[config.mk]
export PLATFORM = sky130hd
export DESIGN_NAME = dsp_mac_sequencer
export DESIGN_NICKNAME = d
export VERILOG_FILES = /design/src/rtl/dsp_mac_sequencer_pkg.sv /design/src/rtl/dsp_mac_sequencer_tag_pipe.sv /design/src/rtl/dsp_mac_sequencer.sv
export SDC_FILE = /design/constraint.sdc
export NUM_CORES = 1
export LEC_CHECK = 0
export BUFFER_PORTS_ARGS = -buffer_cell sky130_fd_sc_hd__buf_2
export CORE_ASPECT_RATIO = 1.4
export CORE_UTILIZATION = 47
export DETAILED_ROUTE_END_ITERATION = 12
export PLACE_DENSITY_LB_ADDON = 0.12
export SYNTH_ARGS = -nofsm -noshare
export SYNTH_HDL_FRONTEND = slang
export SYNTH_SLANG_ARGS = --single-unit
[constraint.sdc]
create_clock -name clk -period 1.6 [get_ports clk]
set_input_delay 0.16 -clock clk [delete_from_list [all_inputs] [get_ports clk]]
set_output_delay 0.16 -clock clk [all_outputs]
set_load 0.005 [all_outputs]
[src/rtl/dsp_mac_sequencer_pkg.sv]
// Shared constants and types for the DSP48A1 MAC sequencer.
// OPMODE values, OPMODE field positions, FSM state encoding and the tag record.
package dsp_ctrl_pkg;

    localparam logic [7:0] OPM_FIRST = 8'h01;   // X=M, Z=0
    localparam logic [7:0] OPM_ACC   = 8'h09;   // X=M, Z=P

    localparam int OPM_X_LSB       = 0;
    localparam int OPM_X_MSB       = 1;
    localparam int OPM_Z_LSB       = 2;
    localparam int OPM_Z_MSB       = 3;
    localparam int OPM_PREADD_SEL  = 4;
    localparam int OPM_CARRYIN     = 5;
    localparam int OPM_PREADD_SUB  = 6;
    localparam int OPM_POSTADD_SUB = 7;

    typedef enum logic [1:0] {
        ST_IDLE  = 2'd0,
        ST_RUN   = 2'd1,
        ST_DRAIN = 2'd2,
        ST_DONE  = 2'd3
    } state_t;

    typedef struct packed {
        logic vld;
        logic fst;
        logic lst;
    } tag_t;

endpackage

[src/rtl/dsp_mac_sequencer_tag_pipe.sv]
// Shift register of {vld, fst, lst} tags that tracks each operand pair
// through the slice register stages; stage 0 loads on every clock.
module dsp_tag_pipe
    import dsp_ctrl_pkg::*;
#(
    parameter int DEPTH = 2
) (
    input  logic             clk,
    input  logic             rst,
    input  tag_t             tag_i,
    output logic [DEPTH-1:0] vld_o,
    output logic             fst_last_o,
    output logic             lst_last_o
);

    tag_t stage_q [DEPTH];

    for (genvar gi = 0; gi < DEPTH; gi++) begin : gen_stage
        if (gi == 0) begin : gen_head
            always_ff @(posedge clk or posedge rst) begin
                if (rst) stage_q[gi] <= '0;
                else     stage_q[gi] <= tag_i;
            end
        end else begin : gen_tail
            always_ff @(posedge clk or posedge rst) begin
                if (rst) stage_q[gi] <= '0;
                else     stage_q[gi] <= stage_q[gi-1];
            end
        end
        assign vld_o[gi] = stage_q[gi].vld;
    end

    assign fst_last_o = stage_q[DEPTH-1].fst;
    assign lst_last_o = stage_q[DEPTH-1].lst;

endmodule

[src/rtl/dsp_mac_sequencer.sv]
// Sequences a DSP48A1 slice (AREG=BREG=MREG=PREG=1) through an N-term MAC:
// handshakes operand pairs and drives the stage clock enables and OPMODE.
module dsp_mac_sequencer
    import dsp_ctrl_pkg::*;
#(
    parameter int LEN_WIDTH = 8,
    parameter int PIPE_LAT  = 3
) (
    input  logic                 clk,
    input  logic                 rst,
    input  logic                 start,
    input  logic [LEN_WIDTH-1:0] len,
    input  logic                 in_valid,
    output logic                 in_ready,
    output logic                 dsp_cea,
    output logic                 dsp_ceb,
    output logic                 dsp_cem,
    output logic                 dsp_cep,
    output logic [7:0]           dsp_opmode,
    output logic                 busy,
    output logic                 done
);

    localparam int DEPTH = PIPE_LAT - 1;

    state_t               state_q, state_d;
    logic [LEN_WIDTH-1:0] remaining_q, remaining_d;
    logic                 first_q, first_d;
    logic                 accept;
    logic                 last_pair;
    tag_t                 tag_in;
    logic [DEPTH-1:0]     vld;
    logic                 fst_last;
    logic                 lst_last;

    assign in_ready  = (state_q == ST_RUN);
    assign accept    = in_valid & in_ready;
    assign last_pair = (remaining_q == LEN_WIDTH'(1));

    assign tag_in = '{vld: accept, fst: accept & first_q, lst: accept & last_pair};

    dsp_tag_pipe #(.DEPTH(DEPTH)) u_tag_pipe (
        .clk        (clk),
        .rst        (rst),
        .tag_i      (tag_in),
        .vld_o      (vld),
        .fst_last_o (fst_last),
        .lst_last_o (lst_last)
    );

    always_ff @(posedge clk or posedge rst) begin
        if (rst) begin
            state_q     <= ST_IDLE;
            remaining_q <= '0;
            first_q     <= 1'b0;
        end else begin
            state_q     <= state_d;
            remaining_q <= remaining_d;
            first_q     <= first_d;
        end
    end

    always_comb begin
        state_d     = state_q;
        remaining_d = remaining_q;
        first_d     = first_q;
        case (state_q)
            ST_IDLE: begin
                if (start && (len != '0)) begin
                    state_d     = ST_RUN;
                    remaining_d = len;
                    first_d     = 1'b1;
                end
            end
            ST_RUN: begin
                if (accept) begin
                    remaining_d = remaining_q - LEN_WIDTH'(1);
                    first_d     = 1'b0;
                    if (last_pair) state_d = ST_DRAIN;
                end
            end
            ST_DRAIN: begin
                // Leave once the final product is being written into P.
                if (vld[DEPTH-1] && lst_last) state_d = ST_DONE;
            end
            ST_DONE:  state_d = ST_IDLE;
            default:  state_d = ST_IDLE;
        endcase
    end

    assign busy    = (state_q != ST_IDLE);
    assign done    = (state_q == ST_DONE);
    assign dsp_cea = accept;
    assign dsp_ceb = accept;
    assign dsp_cem = vld[0];
    assign dsp_cep = vld[DEPTH-1];
    // Idle value is OPM_FIRST so reset and bubbles present the safe load mode.
    assign dsp_opmode = (vld[DEPTH-1] && !fst_last) ? OPM_ACC : OPM_FIRST;

endmodule
==> summary by stage <==
Synthesis
The share of the synthesized area in the top cell type is 39.4%. The sequential element share of the synthesized area is 39.4%. By area, the combinational part of the netlist is dominated by compound AO/OA/AOI/OAI gates. Sorting the synthesized cells by area gives the leading types as sky130_fd_sc_hd__dfrtp_1, sky130_fd_sc_hd__ha_1, sky130_fd_sc_hd__buf_4. In the synthesized netlist the dominant register cell turns out to be sky130_fd_sc_hd__dfrtp_1. The mapped netlist covers 1080 µm². The post-synthesis register bit count is 17. The average instance in the mapped netlist occupies 10.4 µm². Measured against the total synthesized area, the mux share comes to 3.36%.

The cell count after synthesis is 104. The most common cell in the synthesized netlist is sky130_fd_sc_hd__dfrtp_1. The largest area contributor in the netlist is sky130_fd_sc_hd__dfrtp_1. After Yosys synthesis, and, or, nand and nor cells account for 13.7% of the synthesized area. Of the total synthesized cell area, the portion taken by full adders, half adders and majority gates is roughly 6.9%. By count the netlist is led by sky130_fd_sc_hd__dfrtp_1, sky130_fd_sc_hd__nor2_1, sky130_fd_sc_hd__buf_4. In this run, distinct cell masters in the synthesized netlist total 44. Of the total synthesized cell area, the portion taken by XOR and XNOR cells is 0%. The number of enable-type register cells in the synthesized netlist is 0. The async set-or-reset flop fraction in the synthesized netlist is 100%. The post-synthesis compound-gate area fraction is 26.4%. The count of synthesis-stage warnings from yosys is 0.

Global route
Entering global routing, the biggest net connects 18 pins. Global routing used 26.1% of the available tracks across all layers. The final global-route overflow total is 0.

The number of global-route vias before repair is 987. The initial antenna violation count came to 0. The first global-routing pass estimated 4820 µm of wire.

Timing
The final hold violation count is 0. The highest achievable clock rate is 0.615 GHz. Summed over all failing endpoints, the final setup total negative slack is -26.2 ps. The minimum setup slack in the final design is -26.2 ps.

The max-slew violation count is 0. The clock skew is 3.70 ps. The worst path uses 102% of the clock period. The minimum period implied by the final worst setup slack is 1630 ps. The worst slew slack as a fraction of its limit is 53.7%. Setup repair after global routing could not meet its margin everywhere. At the pin with the least slew margin, the transition time is 694 ps. Final hold analysis gives a worst-case slack of 196 ps. The number of failing setup endpoints in the final timing report is 1.

Power
In this run the static leakage power is between 0.7 and 0.8 nW. The power density normalized to cell area is a little under 2000 nW/µm². The highest ir drop seen on vdd is around 0.00087 V. The total chip power is between 3 and 4 mW.

Critical path
The worst-path cell with the longest stage delay is sky130_fd_sc_hd__dfrtp_1. The family with the most delay on the worst path is flip-flops. The kind of end point of the critical path is a flip-flop. Walking the worst path, the cells encountered are nor4_2, buf_4, a41oi_4, a221oi_4, mux2_4. The critical path is of the reg -> reg type. The nature of the critical path startpoint is a flip-flop. The arrival time reported for the critical path endpoint is 1830 ps.

For this run, the slowest stage of the critical path takes about 400 ps. In this run the worst path has a maximum fanout of 2. STA puts the critical path data required time at 1800 ps. Counting both buffers and inverters, the worst setup path holds a total of 1.

Floorplan
After floorplanning, the core was divided into 20 placement rows. During I/O placement, the number of pins put on the boundary was 27. The height of the die is 58.7 µm. For this configuration, the core starts out at a cell density of 49.7%. The width of the chip is 42.5 µm. The floorplan step defined a die boundary enclosing 2500 µm². The core region is 2180 µm².

Placed design
The wire-length estimate of the detail-placed layout is between 2000 and 2500 µm. The number of cells after detailed placement is 166. Buffers placed on the I/O ports in this run total 19.

The placer's final routability congestion estimate is 0.887.

Clock network
After clock tree synthesis, the clock-pin slew on the worst setup and hold paths is 110 ps. The clock network latency to the later pin of the worst-skew pair is 310 ps. Counting along the longest clock path gives a buffer depth of 2.

The tree built by TritonCTS fans out to 17 sinks. CTS built an H-tree with a depth of 1. The CTS tree is built.

The number of buffers inserted during clock tree synthesis is 3. The buffer cell driving the clock tree root is sky130_fd_sc_hd__clkbuf_4.

Detailed routing
The DRC marker count from the first detailed-route iteration is 71. The pre-antenna-repair detailed-routing pass consisted of 4 iterations. The number of remaining DRC errors is 0. The via density per instance is 5.95.

The via total after detailed routing is 1,036. The detail-routed net length per standard cell is 17.4 µm. Wires add up to 3040 µm.

The post-detailed-route count of antenna-violating nets is 0.

Worst hold path
The worst hold path belongs to the class in -> reg.

Final layout
After filler insertion, the fill cell instance count of the layout stands at 172. For this run, the post-layout net count is between 150 and 200. The share of layout cells above drive strength 1 is 53.3%. The number of diodes added for antenna fixing is 0. Relative to the synthesized area, the layout overhead comes to 44.3%.

The final non-filler cell total is approximately 170.

Outcome
The final reports fail on setup timing. The flow ran to the end, but the final reports show violations.

Job
The number of maximum-capacitance violations is 0.
-- area by class of cell --
cell class                      instances  area, µm²  area share, %
Clock buffer                            3       22.5           1.44
Clock inverter                          1       5.00          0.321
Inverter                                8       32.5           2.08
Multi-Input combinational cell         73        704           45.1
Sequential cell                        17        427           27.3
Tap cell                               22       27.5           1.76
Timing Repair Buffer                   50        342           21.9
-- state kept, by name, indices dropped and copies added (netlist names) --
register	cells
u_tag_pipe.fst_last_o	1
state_q	2
u_tag_pipe.stage_q	2
remaining_q	8
first_q	1
u_tag_pipe.vld_o	2
u_tag_pipe.lst_last_o	1
-- through the flow --
stage / area (µm²) / setup slack, ps / util [%]
after floorplan: 1120 / -6.81 / -
after global placement: 1370 / -115 / 62.8
after detailed placement: 1370 / -127 / 62.8
after CTS: 1510 / -28.2 / 69.1
after global routing: 1560 / -68.6 / 71.7
final: 1560 / -26.2 / 71.7
-- power breakdown --
part | switching [mW] | internal, mW
Combinational | 1.00 | 1.10
Sequential | 0.128 | 0.602
Clock | 0.154 | 0.0935
-- path summary, 6_finish.rpt --
| kind | slack (ps) | from | endpoint | cells after the start |
|---|---|---|---|---|
| worst max-delay path | -30 | remaining_q[3] | state_q[1] | 5 |
| worst min-delay path | 200 | in_valid | u_tag_pipe.stage_q[4] | 2 |
| worst max register to register | -30 | remaining_q[3] | state_q[1] | 5 |
| worst min register to register | 360 | u_tag_pipe.stage_q[3] | u_tag_pipe.lst_last_o | 0 |
| max in group asynchronous | 620 | rst | state_q[0] | 3 |
| min in group asynchronous | 500 | rst | u_tag_pipe.vld_o[1] | 3 |
-- layout by cell type (no fill, tap or decap), drive strengths merged, types with 2 or more instances in the layout --
cell,count
a211o,2
a211oi,2
a21oi,3
a221oi,2
a31oi,5
buf,49
clkbuf,3
conb,7
dfrtp,17
ha,6
inv,8
mux2,2
nor2,9
nor3b,2
o21ai,3
o221a,3
o22a,5
or4,2
-- logic make-up (layout without fill, tap and decap cells) --
group	count (synthesis)	after routing
AOI/OAI and AO/OA	33	33
and+or+nand+nor	24	24
buffers and inverters	19	62
DFF	17	17
adders and majority gates	6	6
muxes	3	3
other	2	7
-- per-layer routing --
metal  routed length, µm  track usage [%]
met5                   0                0
met4                  77             10.3
met3                 142             2.76
met2                1670             47.5
met1                1140             31.0
-- what timing repair did --
item                                   CTS  global route
gates resized for setup                 16            11
endpoints found under the hold margin   17             0
pin swaps                                4             7
setup buffers                            1             2
gates cloned                             0             0
hold buffers                             1             0
setup endpoints to repair                9            10
(Power assumes the default switching activity.)
